==> src/rtl/hazard_unit.sv <==
// hazard_unit: stall/flush/halt control for the five-stage pipeline.
// Ports: CLK, nRST, ihit, dhit, rs1_ID, rs2_ID, wsel_EX, MemRead_EX,
//   RegWr_EX, MemRead_MEM, MemWr_MEM, branch_taken_EX, j_en_EX,
//   is_halt_EX -> pc_en, if_id_en, flush_IF_ID, pipeline_ctrl,
//   flush_ID_EX, ex_mem_en, halt.
// Optional macro HAZARD_UNIT_PERF_EN adds stall_cycles/flush_events.
module hazard_unit #(
  parameter int DRAIN_CYCLES = 2
) (
  input  logic        CLK,
  input  logic        nRST,
  input  logic        ihit,
  input  logic        dhit,
  input  logic [4:0]  rs1_ID,
  input  logic [4:0]  rs2_ID,
  input  logic [4:0]  wsel_EX,
  input  logic        MemRead_EX,
  input  logic        RegWr_EX,
  input  logic        MemRead_MEM,
  input  logic        MemWr_MEM,
  input  logic        branch_taken_EX,
  input  logic        j_en_EX,
  input  logic        is_halt_EX,
`ifdef HAZARD_UNIT_PERF_EN
  output logic [31:0] stall_cycles,
  output logic [31:0] flush_events,
`endif
  output logic        pc_en,
  output logic        if_id_en,
  output logic        flush_IF_ID,
  output logic        pipeline_ctrl,
  output logic        flush_ID_EX,
  output logic        ex_mem_en,
  output logic        halt
);

  typedef enum logic [1:0] {
    RUN, MEM_WAIT, DRAIN, HALTED
  } state_t;

  state_t     r_state, w_next;
  logic [1:0] r_cnt, w_cnt_next;

  logic w_freeze, w_redir, w_lu, w_redir_fire;
  logic w_pc, w_ifid, w_fifid, w_idex, w_fidex, w_exmem, w_halt;

  assign w_freeze = (MemRead_MEM | MemWr_MEM) & ~dhit;
  assign w_redir  = branch_taken_EX | j_en_EX;
  assign w_lu     = MemRead_EX & RegWr_EX & (wsel_EX != 5'd0)
                  & ((wsel_EX == rs1_ID) | (wsel_EX == rs2_ID));

  always_comb begin
    w_next       = r_state;
    w_cnt_next   = r_cnt;
    w_pc         = 1'b0;
    w_ifid       = 1'b0;
    w_fifid      = 1'b0;
    w_idex       = 1'b0;
    w_fidex      = 1'b0;
    w_exmem      = 1'b0;
    w_halt       = 1'b0;
    w_redir_fire = 1'b0;
    priority case (1'b1)
      (r_state == HALTED): begin
        w_halt = 1'b1;
      end
      w_freeze: begin
        // DRAIN holds its count; other states park in MEM_WAIT
        if (r_state != DRAIN) w_next = MEM_WAIT;
      end
      (r_state == DRAIN): begin
        w_ifid     = 1'b1;
        w_fifid    = 1'b1;
        w_idex     = 1'b1;
        w_fidex    = 1'b1;
        w_exmem    = 1'b1;
        w_cnt_next = r_cnt + 2'd1;
        if (r_cnt == 2'(DRAIN_CYCLES - 1)) w_next = HALTED;
      end
      is_halt_EX: begin
        w_ifid     = 1'b1;
        w_fifid    = 1'b1;
        w_idex     = 1'b1;
        w_fidex    = 1'b1;
        w_exmem    = 1'b1;
        w_next     = DRAIN;
        w_cnt_next = 2'd0;
      end
      w_redir: begin
        w_next       = RUN;
        w_pc         = 1'b1;
        w_ifid       = 1'b1;
        w_fifid      = 1'b1;
        w_idex       = 1'b1;
        w_fidex      = 1'b1;
        w_exmem      = 1'b1;
        w_redir_fire = 1'b1;
      end
      w_lu: begin
        w_next  = RUN;
        w_idex  = 1'b1;
        w_fidex = 1'b1;
        w_exmem = 1'b1;
      end
      !ihit: begin
        w_next  = RUN;
        w_ifid  = 1'b1;
        w_fifid = 1'b1;
        w_idex  = 1'b1;
        w_exmem = 1'b1;
      end
      default: begin
        w_next  = RUN;
        w_pc    = 1'b1;
        w_ifid  = 1'b1;
        w_idex  = 1'b1;
        w_exmem = 1'b1;
      end
    endcase
  end

  // outputs are forced low while reset is held
  assign pc_en         = nRST & w_pc;
  assign if_id_en      = nRST & w_ifid;
  assign flush_IF_ID   = nRST & w_fifid;
  assign pipeline_ctrl = nRST & w_idex;
  assign flush_ID_EX   = nRST & w_fidex;
  assign ex_mem_en     = nRST & w_exmem;
  assign halt          = nRST & w_halt;

  always_ff @(posedge CLK or negedge nRST) begin
    if (!nRST) begin
      r_state <= RUN;
      r_cnt   <= 2'd0;
    end else begin
      r_state <= w_next;
      r_cnt   <= w_cnt_next;
    end
  end

`ifdef HAZARD_UNIT_PERF_EN
  logic [31:0] r_stall, r_flush;

  always_ff @(posedge CLK or negedge nRST) begin
    if (!nRST) begin
      r_stall <= 32'd0;
      r_flush <= 32'd0;
    end else begin
      if (!pc_en && !halt && r_stall != 32'hFFFF_FFFF)
        r_stall <= r_stall + 32'd1;
      if (w_redir_fire && r_flush != 32'hFFFF_FFFF)
        r_flush <= r_flush + 32'd1;
    end
  end

  assign stall_cycles = r_stall;
  assign flush_events = r_flush;
`endif

endmodule

==> config.mk <==
export PLATFORM = sky130hd
export DESIGN_NAME = hazard_unit
export DESIGN_NICKNAME = d
export VERILOG_FILES = /design/src/rtl/hazard_unit.sv
export SDC_FILE = /design/constraint.sdc
export NUM_CORES = 1
export LEC_CHECK = 0
export CORE_MARGIN = 1
export CORE_UTILIZATION = 33
export CTS_CLUSTER_DIAMETER = 80
export DETAILED_ROUTE_END_ITERATION = 10
export GPL_ROUTABILITY_DRIVEN = 0
export PLACE_DENSITY = 0.77
export RECOVER_POWER = 25
export SLEW_MARGIN = 20
export SYNTH_ARGS = -nofsm -noshare
export SYNTH_HDL_FRONTEND = slang
export SYNTH_SLANG_ARGS = --single-unit
==> constraint.sdc <==
create_clock -name CLK -period 2.1 [get_ports CLK]
set_input_delay 0.315 -clock CLK [delete_from_list [all_inputs] [get_ports CLK]]
set_output_delay 0.315 -clock CLK [all_outputs]
set_load 0.005 [all_outputs]
==> metrics.cfg, run 1 <==
[synthesis]
synth_area_per_cell_um2 = 8.49
syn_area_um2 = 467
syn_inst = 55
syn-num-nets = 82
yosysUniqueCellTypes = 30
synth_warnings = 0
ys_ff_latch = 4
seq_area_frac_synth_pct = 21.4

[timing]
period_share_pct = 97.1
fmax_mhz = 491
setup_viol = 0
maxSlewViolCount = 0
finalCriticalPeriod_ps = 2040
hold_viol_final = 0
whs_ps = 204
finClkSkew_ps = 2.45
tightest_slew_ps = 288
grt_setup_unrepaired = no
relSlewSlack_pct = 80.8

[finish]
diodes = 0
multiInputGateArea_um2 = 365
seq_area_um2 = 100
mostFrequentLayoutCells = clkdlybuf4s50_1 (21), xnor2_1 (10), buf_4 (9)
drive_gt1_share_pct = 23.7
syn2layout_area_growth_pct = 88.5
final_util_pct = 67.6
fin_cells = 112
fill_cells = 135
final_common_cell = clkdlybuf4s50_1
nNetsFinal = 126

[clocking]
cts-root-buf = clkbuf_4
path_clk_slew_ps = 30
cts_num_sinks = 4
cts_tree = built
numCtsBuffers = 3
cts.path.max_buffers = 2
clock_latency_ps = 220
cts_max_level = 1
post_cts_buffers = 0

[route]
totalWireLength_um = 1310
drc = 0
dr.pass1.iters = 4
wl_per_cell_um = 11.7
drt_iter0_drc = 7
routed_via_density = 4.90
ant_nets = 0
via_count = 549

[global_route]
grt_max_degree = 8
grt_pass1_vias = 470
grt_pass1_wl_um = 2040
antenna_found_initial = 0
grt_util_all_layers_pct = 19.1
grt.overflow.total = 0

[die]
core_area_um2 = 1300
die_h_um = 39.6
start_util_pct = 35.9
row_count = 13
die_w_um = 39.6
die-area_um2 = 1570
num_io_pins = 33

[place]
dp_cells = 109
hpwl_um = 1140
port_buffers = 32

[worst_setup_path]
worstSetupPathType = in -> out
crit_fanout = 3
worstPathArrival_ps = 1720
cp.depth = 6
worst_setup_path_start_kind = primary input
cp-end-kind = output pin
cp_top_family = simple AND/OR/NAND/NOR gates
slowest_stage = or3_1
crit_buf_inv = 2
worstPathRequired_ps = 1780
r2r_cells = 3
critPathMaxStageDelay_ps = 350
path_cells = dlygate4sd2_1 > or3_1 > o311a_1 > nor4bb_4 > a21oi_1 > buf_2

[pwr]
power_density_nw_per_um2 = 492
total_power_w = 0.000432
peakVddDrop_uv = 419
power.static_leakage_nw = 0.368

[run]
maxCapViolCount = 0

[min_path]
holdCritPathClass = in -> async

[run_status]
outcome = finished, final reports clean

==> area by class of cell <==
class                   count  area share, %
clock buffers               3           2.56
inverters                   2          0.853
multi-input cells          46           41.5
flip-flops and latches      4           11.4
well taps                  15           2.13
repair buffers             42           41.5
==> kinds of logic (layout without fill, tap and decap cells) <==
| family | Yosys count | after routing | share of synthesized area [%] |
|---|---|---|---|
| and+or+nand+nor | 18 | 18 | 21.7 |
| adders and majority gates | 1 | 1 | 2.68 |
| xor gates and xnor gates | 10 | 10 | 18.8 |
| DFF | 4 | 4 | 21.4 |
| buffers and inverters | 5 | 47 | 5.90 |
| AOI/OAI and AO/OA | 17 | 17 | 29.5 |
==> metal layers <==
layer  vias up  global-route usage (%)  wire [µm]
li1        286                       -          -
met1       250                    23.9        598
met2        13                    35.2        665
met3         0                       0         44
met4         0                    5.17          0
met5         -                       0          0
==> registers in the layout (all words and copies together), names as in the netlist <==
register and count:
r_state 2, r_cnt 2
==> cells in the mapped netlist <==
| master | number | area share [%] |
|---|---|---|
| a21o_2 | 1 | 1.9 |
| nor4bb_1 | 1 | 2.1 |
| a21o_1 | 1 | 1.6 |
| o21bai_4 | 1 | 4.0 |
| a21oi_1 | 3 | 3.2 |
| o22ai_1 | 1 | 1.3 |
| buf_4 | 2 | 3.2 |
| nor2_1 | 2 | 1.6 |
| o21ba_2 | 1 | 2.1 |
| nand2_1 | 4 | 3.2 |
| or4b_1 | 1 | 2.1 |
| nor3_1 | 2 | 2.1 |
| a22o_1 | 3 | 5.6 |
| nand3_1 | 2 | 2.1 |
| o31ai_1 | 1 | 1.6 |
| o21ai_1 | 1 | 1.1 |
| a21boi_2 | 1 | 2.4 |
| a31oi_1 | 1 | 1.3 |
| xnor2_1 | 10 | 19 |
| or3_1 | 1 | 1.3 |
| and3_1 | 2 | 2.7 |
| o21ai_0 | 1 | 1.1 |
| o311a_1 | 1 | 2.1 |
| buf_2 | 1 | 1.1 |
| ha_1 | 1 | 2.7 |
| or4_1 | 1 | 1.6 |
| and2_1 | 1 | 1.3 |
| inv_1 | 2 | 1.6 |
| nor2b_1 | 1 | 1.3 |
| dfrtp_1 | 4 | 21 |
==> final timing paths <==
| path | startpoint | end | slack, ps |
|---|---|---|---|
| setup / recovery | wsel_EX[1] | flush_IF_ID | 60 |
| setup reg to reg | r_cnt[0] | r_cnt[1] | 920 |
| max in group asynchronous | nRST | r_state[0] | 1700 |
| hold / removal | nRST | r_cnt[0] | 200 |
| hold reg to reg | r_cnt[1] | r_cnt[1] | 530 |
| min in group CLK | r_cnt[1] | r_cnt[1] | 530 |
==> metrics by stage <==
| stage | TNS, ps | area (µm²) | worst slack, ps |
|---|---|---|---|
| detailed placement | -1830 | 861 | -529 |
| global route | 0 | 880 | 22.1 |
| CTS | 0 | 876 | 19.5 |
| global placement | -1670 | 861 | -435 |
| finish | 0 | 880 | 61.7 |
| floorplan | 0 | 467 | 397 |
==> what timing repair did <==
action,in CTS,in global routing
setup endpoints to repair,4,2
gates resized for setup,25,3
hold buffers,0,0
pin swaps,6,3
==> power breakdown <==
part           internal (W)  leakage [nW]  switching [W]
Combinational      0.000138         0.318      0.0000859
Sequential         0.000100        0.0364      0.0000202
Clock             0.0000634        0.0138      0.0000246
Power figures use the tool's default switching activity.
==> inputs of run 2 (changes only) <==
CORE_UTILIZATION = 30   (was 33)
PLACE_DENSITY = not set   (was 0.77)
PLACE_DENSITY_LB_ADDON = 0.25   (was not set)
clock period = 1.65 ns   (was 2.1 ns; I/O delays follow)
==> run 2 against run 1 <==
Effect of this change:
- the flow now finishes with violations (negative setup slack)
- global-route usage down 1.9 points
- clock power up 30%
- sequential power up 27%
- critical path type is now reg -> out
- highest routed layer unchanged
- register-to-register slack worse by 460 ps
- sequential share of layout area down 0.78 points
- routed wire length up 16%
==> metrics.cfg, run 2 (synthesis gave the netlist of run 1 again) <==
[finish]
final_common_cell = buf_4
syn2layout_area_growth_pct = 102
nNetsFinal = 132  ; +4.8%
final_area_um2 = 945  ; +7.4%
reg.largest.list = r_cnt (2), r_state (2)
mostFrequentLayoutCells = buf_4 (15), dlygate4sd2_1 (12), xnor2_1 (10), clkdlybuf4s50_1 (10), buf_2 (5)
diodes = 0  ; unchanged
drive_gt1_share_pct = 35.9  ; +12 points

[global_route]
antenna_found_initial = 0  ; unchanged
grt_pass1_wl_um = 2390  ; +17%
grt_max_degree = 8  ; unchanged
grt_util_all_layers_pct = 17.1  ; -1.9 points
grt_pass1_vias = 597  ; +27%
grt.overflow.total = 0  ; unchanged

[worst_setup_path]
reg2reg_slack_ps = 460  ; -460 ps
critPathMaxStageDelay_ps = 440  ; +90 ps
worstPathRequired_ps = 1400  ; -380 ps
worst_setup_path_start_kind = flop
crit_end = pc_en
worstSetupPathType = reg -> out
r2r-start = r_state[1]
path_cells = nand2_1 > and3_4 > or4b_4 > a31oi_1 > buf_2
worstPathArrival_ps = 1600  ; -120 ps
startpoint = r_state[1]
cp-end-kind = output pin
slowest_stage = or4b_4
r2r_cells = 4  ; +1
crit_fanout = 3  ; unchanged
worstReg2RegEnd = r_cnt[0]

[place]
placed_area_um2 = 868  ; +0.87%
pre_cts_slack_ps = -845  ; -316 ps
hpwl_um = 1120  ; -1.7%
port_buffers = 32  ; unchanged

[clocking]
cts_num_sinks = 4  ; unchanged
cts-root-buf = clkbuf_4
cts.path.max_buffers = 2  ; unchanged
cts_max_level = 1  ; unchanged
numCtsBuffers = 3  ; unchanged
cts_tree = built
clock_latency_ps = 220  ; about the same
path_clk_slew_ps = 40  ; about the same

[route]
totalWireLength_um = 1510  ; +16%
wl_per_cell_um = 12.8  ; +9.6%
dr.pass1.iters = 4  ; unchanged
ant_nets = 0  ; unchanged
routed_via_density = 5.08  ; +3.7%
drc = 0  ; unchanged
via_count = 600  ; +9.3%
drt_iter0_drc = 8  ; +1

[die]
die_h_um = 41.4  ; +4.6%
start_util_pct = 34.2  ; -1.7 points
num_io_pins = 33  ; unchanged
row_count = 13  ; unchanged
die-area_um2 = 1720  ; +9.5%
core_area_um2 = 1370  ; +5.0%
die_w_um = 41.4  ; +4.6%

[timing]
finClkSkew_ps = 1.82  ; -0.631 ps
tightest_slew_ps = 283  ; -5.13 ps
maxSlewViolCount = 0  ; unchanged
hold_viol_final = 0  ; unchanged
period_share_pct = 112
relSlewSlack_pct = 81.0  ; +0.18 points
fmax_mhz = 541
finalCriticalPeriod_ps = 1850
finalWorstSetupSlack_ps = -200  ; -262 ps
setup_viol = 4  ; +4
grt_setup_unrepaired = yes

[run_status]
violations = negative setup slack
outcome = complete, but fails checks

[pwr]
peakVddDrop_uv = 657  ; +57%
power_density_nw_per_um2 = 614  ; +25%
power.static_leakage_nw = 0.448  ; +22%
total_power_w = 0.000580  ; +34%

[run]
maxCapViolCount = 0  ; unchanged

[min_path]
holdCritPathClass = in -> async

run 2: cell count changes in the layout (fill, tap and decap cells not counted), moves of 2 or more:
cell | before | now
buf_4 | 9 | 15
buf_6 | 0 | 2
clkdlybuf4s50_1 | 21 | 10
dlygate4sd2_1 | 5 | 12
dlymetal6s2s_1 | 0 | 2
run 2: layer usage:
layer  vias up  routed length, µm  track usage, %  share of wire [%]
met1       288                666            20.1                 44
met2        14                795            32.8                 53
met5         -                  0               0                  0
li1        298                  -               -                  -
met3         0                 50            1.74                3.3
met4         0                  0            3.87                  0
run 2: repair_timing:
item	4_1_cts	5_1_grt
buffers inserted	2	3
hold buffers	0	0
pin swaps	9	9
gates resized for setup	48	6
hold endpoints to repair	0	0
endpoints found under the setup margin	7	4
run 2: cell type report:
class	instances	area, µm²
inverter	2	7.51
timing repair buffer	48	404
clock buffer	3	22.5
sequential	4	100
tap	15	18.8
fill	107	422
multi-input combinational	46	392
run 2: worst min path at each step:
stage	from	to	slack (ps)
finish	nRST	r_cnt[1]	90
global placement	r_cnt[1]	r_cnt[1]	520
floorplan	nRST	r_cnt[0]	-50
CTS	nRST	r_cnt[0]	60
detailed placement	r_cnt[1]	r_cnt[1]	510
global route	nRST	r_cnt[1]	110
run 2: through the flow:
| stage | TNS [ps] | utilization [%] | cells | hold WS, ps |
|---|---|---|---|---|
| after global routing | -787 | 69.1 | 118 | 112 |
| after detailed placement | -3790 | 63.6 | 110 | 515 |
| after CTS | -495 | 65.7 | 115 | 63.3 |
| after global placement | -3720 | 63.6 | 110 | 518 |
| final | -549 | 69.1 | 118 | 93.7 |
| after floorplan | 0 | - | 55 | -48.1 |
run 2: critical path: cells and delay by family, from the launching register on:
| kind | cells | cell delay (ps) |
|---|---|---|
| DFF | 1 | 390 |
| buffers and inverters | 1 | 140 |
| AOI/OAI and AO/OA | 1 | 160 |
| and+or+nand+nor | 3 | 690 |
run 2: power breakdown:
group | switching (W) | leakage (nW) | total [W] | internal (W)
sequential | 0.0000245 | 0.0364 | 0.000152 | 0.000127
combinational | 0.000125 | 0.398 | 0.000315 | 0.000189
clock | 0.0000330 | 0.0138 | 0.000114 | 0.0000809
